### src/rtl/div_pkg.sv
// Shared types and constants for the iterative divider.
// Holds the FSM state encoding, the default width and the counter-width helper.
package div_pkg;

  typedef enum logic [1:0] {IDLE, RUN, FIX, DONE} div_state_t;

  localparam int DIV_W_DEFAULT = 32;

  function automatic int div_cnt_w(input int width);
    return $clog2(width + 1);
  endfunction

endpackage

### src/rtl/div_step.sv
// One restoring-division iteration: shift {rem, quo} left, trial-subtract the divisor.
// Purely combinational; instantiated once and reused every RUN cycle.
module div_step #(
  parameter int WIDTH = 32
) (
  input  logic [WIDTH-1:0] rem,
  input  logic [WIDTH-1:0] quo,
  input  logic [WIDTH-1:0] dvsr,
  output logic [WIDTH-1:0] rem_nxt,
  output logic [WIDTH-1:0] quo_nxt
);

  logic [WIDTH:0] shifted;
  logic [WIDTH:0] trial;

  // rem < dvsr <= 2^WIDTH keeps the result in range, so bit WIDTH is a reliable sign.
  assign shifted = {rem, quo[WIDTH-1]};
  assign trial   = shifted - {1'b0, dvsr};

  always_comb begin
    rem_nxt = shifted[WIDTH-1:0];
    quo_nxt = {quo[WIDTH-2:0], 1'b0};
    if (!trial[WIDTH]) begin
      rem_nxt = trial[WIDTH-1:0];
      quo_nxt = {quo[WIDTH-2:0], 1'b1};
    end
  end

endmodule

### src/rtl/seq_divider.sv
// Iterative restoring divider, one quotient bit per clock, start/busy/done handshake.
// Signed (DIV) mode is built only when SEQ_DIVIDER_SIGNED_EN is defined; otherwise all divides are DIVU.
module seq_divider
  import div_pkg::*;
#(
  parameter int WIDTH = DIV_W_DEFAULT
) (
  input  logic                 clk,
  input  logic                 reset,
  input  logic                 start,
  input  logic                 is_signed,
  input  logic [WIDTH-1:0]     dividend,
  input  logic [WIDTH-1:0]     divisor,
  output logic                 busy,
  output logic                 done,
  output logic                 div_by_zero,
  output logic [WIDTH-1:0]     quotient,
  output logic [WIDTH-1:0]     remainder,
  output logic [2*WIDTH-1:0]   result
);

  localparam int CW = div_cnt_w(WIDTH);

`ifdef SEQ_DIVIDER_SIGNED_EN
  localparam bit SIGNED_EN = 1'b1;
`else
  localparam bit SIGNED_EN = 1'b0;
`endif

  div_state_t       state;
  logic [CW-1:0]    cnt;
  logic [WIDTH-1:0] rem, quo, dmag;
  logic             neg_q, neg_r;

  logic             op_sgn, a_neg, b_neg;
  logic [WIDTH-1:0] a_mag, b_mag;
  logic [WIDTH-1:0] rem_nxt, quo_nxt;

  // With signed mode compiled out these fold to constants and the negators vanish.
  assign op_sgn = SIGNED_EN & is_signed;
  assign a_neg  = op_sgn & dividend[WIDTH-1];
  assign b_neg  = op_sgn & divisor[WIDTH-1];
  assign a_mag  = a_neg ? -dividend : dividend;
  assign b_mag  = b_neg ? -divisor  : divisor;

  div_step #(.WIDTH(WIDTH)) u_step (
    .rem     (rem),
    .quo     (quo),
    .dvsr    (dmag),
    .rem_nxt (rem_nxt),
    .quo_nxt (quo_nxt)
  );

  always_ff @(posedge clk) begin
    if (reset) begin
      state       <= IDLE;
      busy        <= 1'b0;
      done        <= 1'b0;
      div_by_zero <= 1'b0;
      quotient    <= '0;
      remainder   <= '0;
      cnt         <= '0;
      rem         <= '0;
      quo         <= '0;
      dmag        <= '0;
      neg_q       <= 1'b0;
      neg_r       <= 1'b0;
    end else begin
      case (state)
        IDLE: begin
          if (start) begin
            if (divisor == '0) begin
              quotient    <= '1;
              remainder   <= dividend;
              div_by_zero <= 1'b1;
              done        <= 1'b1;
              state       <= DONE;
            end else begin
              rem   <= '0;
              quo   <= a_mag;
              dmag  <= b_mag;
              neg_q <= a_neg ^ b_neg;
              neg_r <= a_neg;
              cnt   <= CW'(WIDTH);
              busy  <= 1'b1;
              state <= RUN;
            end
          end
        end
        RUN: begin
          rem <= rem_nxt;
          quo <= quo_nxt;
          cnt <= cnt - CW'(1);
          if (cnt == CW'(1)) state <= FIX;
        end
        FIX: begin
          // Quotient sign follows the operand signs; remainder follows the dividend.
          quotient    <= neg_q ? -quo : quo;
          remainder   <= neg_r ? -rem : rem;
          div_by_zero <= 1'b0;
          busy        <= 1'b0;
          done        <= 1'b1;
          state       <= DONE;
        end
        DONE: begin
          done  <= 1'b0;
          state <= IDLE;
        end
        default: state <= IDLE;
      endcase
    end
  end

  assign result = {remainder, quotient};

endmodule

### config.mk
export PLATFORM = sky130hd
export DESIGN_NAME = seq_divider
export DESIGN_NICKNAME = d
export VERILOG_FILES = /design/src/rtl/div_pkg.sv /design/src/rtl/div_step.sv /design/src/rtl/seq_divider.sv
export SDC_FILE = /design/constraint.sdc
export NUM_CORES = 1
export LEC_CHECK = 0
export ABC_AREA = 1
export CORE_MARGIN = 2
export CORE_UTILIZATION = 54
export CTS_BUF_LIST = sky130_fd_sc_hd__clkbuf_8
export DETAILED_ROUTE_END_ITERATION = 8
export GPL_ROUTABILITY_DRIVEN = 0
export HOLD_SLACK_MARGIN = 0.02
export PLACE_DENSITY = 0.83
export SLEW_MARGIN = 20
export SYNTH_ARGS = -nofsm -noshare
export SYNTH_HDL_FRONTEND = slang
export SYNTH_SLANG_ARGS = --single-unit
### constraint.sdc
create_clock -name clk -period 2.7 [get_ports clk]
set_input_delay 0.675 -clock clk [delete_from_list [all_inputs] [get_ports clk]]
set_output_delay 0.675 -clock clk [all_outputs]
set_load 0.1 [all_outputs]
==> run_results.csv <==
group,metric,value,unit
timing,fin_crit,2470,ps
drt,antenna_left,0,
cts,clkTransAtPathRegs,100,ps
timing,rsz0062_at_grt,"no",
global_routing,grt_pass1_vias,9053,
pwr,p_clk_share,11.3,%
cells_and_area,drive_above_1_share,13.4,%
logic_synthesis,synth-compound-area-share,16.8,%
die,coreArea,18800,um^2
global_routing,grt_pass1_wl,44800,um
timing,fmax,404,MHz
job,cap_violations,0,
die,die_area,20300,um^2
placed_design,portBuffers,197,
timing,finalSetupTns,0,ps
pwr,p_leak,6.01,nW
cts,cts_tree,"built",
cells_and_area,instances_no_fill,1982,
logic_synthesis,synth.yosys.seq_area_share,33.0,%
logic_synthesis,muxShareOfSynthArea,0,%
cts,cts.sinks,171,
worst_setup_path,worstPathMaxFanout,8,
drt,drc,0,
cells_and_area,diodes,0,
global_routing,grt_max_degree,77,
logic_synthesis,yosysWarnings,0,
worst_setup_path,worst_path_max_delay_cell,"fa_2",
worst_setup_path,cp.arrival,2820,ps
die,dieHeight,143,um
drt,wirelength,28200,um
pwr,p_seq_share,23.8,%
die,die_w,143,um
drt,routed_via_density,5.25,
worst_setup_path,crit_required,3050,ps
pwr,peakVddDrop,769,uV
cts,htreeDepth,4,
logic_synthesis,syn_inst,1626,
logic_synthesis,syn_nets,1733,
worst_setup_path,slowest_delay,400,ps
logic_synthesis,avgSynthCellArea,6.38,um^2
pwr,switching_share,60.8,%
timing,hold_slack,463,ps
timing,setup_viol,0,
timing,finalHoldViolations,0,
timing,drv_slew,0,
timing,maxSlewHeadroom,49.5,%
drt,avgRoutedWirePerCell,14.2,um
cts,clk_latency,480,ps
pwr,power_switching,9.56,mW
placed_design,dp_hpwl,20900,um
cells_and_area,area_growth,18.0,%
die,initial_core_util,55.3,%
worst_setup_path,start_kind,"register",
global_routing,grt_use_total,27.4,%
cts,cts_hold_buf,0,
global_routing,grt_overflow_total,0,
worst_setup_path,critical_path.cell_chain,"inv_1 -> ha_1 -> inv_1 -> fa_2 -> nand2_1 -> nand2_1 -> nand3_2 -> nand2_2 -> nand2_2 -> nand2_4 -> nand2_4 -> nand2_4 -> nand2_4 -> nand2_4 -> nor2_1 -> nor2_1 -> nor2_1 -> nor2_1",
pwr,p_int,6.16,mW
drt,via_count,10400,
pwr,powerDensity,1280,nW/um^2
worst_setup_path,worst-setup-path-type,"register to register",
worst_setup_path,endpoint_kind,"register",
logic_synthesis,synth_top_family_by_area,"simple AND/OR/NAND/NOR gates",
cts,cts_buffers,17,
worst_setup_path,cp_common_cell,"nand2_4",
logic_synthesis,synthAdderAreaFrac,4.78,%
cts,cts_buffer_depth,2,
drt,first_iter_violations,810,
timing,tightest_slew,757,ps
placed_design,placed_cells,1947,
die,rows,50,
cells_and_area,fin_nets,1842,
logic_synthesis,synth-seq-cells,171,
status,status,"finished clean",
logic_synthesis,ys_types,41,
logic_synthesis,synthXorXnorAreaFrac,1.60,%
pwr,combPwrFrac,64.9,%
logic_synthesis,synth_area,10400,um^2
worst_hold_path,hp-class,"register to register",
timing,fin_crit_sh,91.6,%
timing,skew,12.6,ps
global_routing,antenna_found_initial,0,
cells_and_area,fillCellCount,1683,
logic_synthesis,synth-simple-area-share,28.7,%
cts,cts-root-buf,"clkbuf_8",
die,io_pins,199,
drt,drt_pass1_iterations,7,
==> final cells by class <==
class,count,area [um^2],area share (%)
sequential,171,3420,28.0
clock buffer,17,234,1.91
multi-input combinational,1117,5450,44.5
tap,234,293,2.39
clock inverter,15,149,1.22
timing repair buffer,226,1930,15.8
inverter,202,758,6.20
==> metrics by stage <==
step / util [%] / worst slack [ps] / instance area [um^2] / total power [mW]
4_1_cts: 64.8 / 100 / 12200 / 15.7
5_1_grt: 65.2 / 61.4 / 12200 / 16.5
3_5_place_dp: 62.8 / -376 / 11800 / 13.9
6_report: 65.2 / 227 / 12200 / 15.7
2_1_floorplan: - / 559 / 10400 / 12.1
3_3_place_gp: 62.8 / -383 / 11800 / 13.8
==> per-layer routing <==
| layer | share of wire (%) | GRT usage, % |
|---|---|---|
| met5 | 0 | 0 |
| met4 | 2.7 | 8.44 |
| met3 | 7.2 | 4.27 |
| met2 | 46 | 45.1 |
| met1 | 44 | 36.9 |
==> what timing repair did <==
item                                    4_1_cts  5_1_grt
buffers inserted                              0        0
endpoints found under the hold margin         0        0
gates resized for setup                       0        7
endpoints found under the setup margin        0       30
==> critical path: cells and delay by family, from the launching register on <==
family / cells / cell delay [ps]
fa+ha+maj: 2 / 560
flops: 1 / 330
simple gates: 14 / 1240
buf+inv: 2 / 210
==> flip-flops by register name, summed over array words and instances, names as in the netlist <==
register and flops:
busy 1, quotient 32, div_by_zero 1, rem 32
state 2, cnt 6, done 1, dmag 32
quo 32, remainder 32
==> final timing paths <==
check | from | to | slack, ps | depth (start not counted)
setup reg to reg | quo[31] | rem[27] | 230 | 18
hold / removal | dmag[6] | dmag[6] | 460 | 2
hold reg to reg | dmag[6] | dmag[6] | 460 | 2
setup / recovery | quo[31] | rem[27] | 230 | 18
==> Yosys cell counts (all sizes together) <==
cell / instances / area (um^2)
nand2: 579 / 2250
inv: 198 / 743
dfxtp: 171 / 3420
o21ai: 134 / 671
a21oi: 115 / 602
nor2: 90 / 363
buf: 83 / 607
a31oi: 65 / 407
clkbuf: 56 / 210
nand3: 45 / 243
ha: 38 / 475
xor2: 18 / 158
nand4: 9 / 56.3
clkinv: 4 / 15.0
and2: 3 / 18.8
nor3: 3 / 15.0
o21bai: 3 / 22.5
and3: 2 / 12.5
a211oi: 1 / 7.51
a21o: 1 / 7.51
fa: 1 / 20.0
nand3b: 1 / 7.51
nor4: 1 / 6.26
o21a: 1 / 7.51
o22ai: 1 / 6.26
o31ai: 1 / 7.51
or2: 1 / 6.26
xnor2: 1 / 8.76
==> power by group through the flow <==
stage / clock [mW] / combinational (mW) / sequential (mW)
floorplan: 0 / 5.89 / 6.21
detailed placement: 0 / 10.2 / 3.79
global route: 1.91 / 10.8 / 3.83
global placement: 0 / 10.0 / 3.77
finish: 1.77 / 10.2 / 3.75
CTS: 1.80 / 10.2 / 3.74
==> placed cells by master (no fill, tap or decap), types with 2 or more instances in the layout <==
master	n
nand2_1	563
inv_1	190
dfxtp_1	171
buf_4	154
o21ai_0	126
a21oi_1	110
nor2_1	86
a31oi_1	65
clkdlybuf4s50_1	65
nand3_1	42
ha_1	38
xor2_1	18
clkbuf_8	17
inv_2	10
nand4_1	9
nand2_2	9
nand2_4	8
o21ai_1	8
inv_8	6
buf_12	6
a21oi_2	4
clkinv_4	4
and2_1	3
nor3_1	3
o21bai_1	3
clkinv_1	3
nor2_4	3
inv_6	3
nand3_4	2
and3_1	2
nand2_8	2
==> kinds of logic after synthesis <==
kind of cell,count (synthesis)
simple gates,734
buf+inv,341
compound gates,322
flops,171
fa+ha+maj,39
xor+xnor,19
Power figures use the tool's default switching activity.
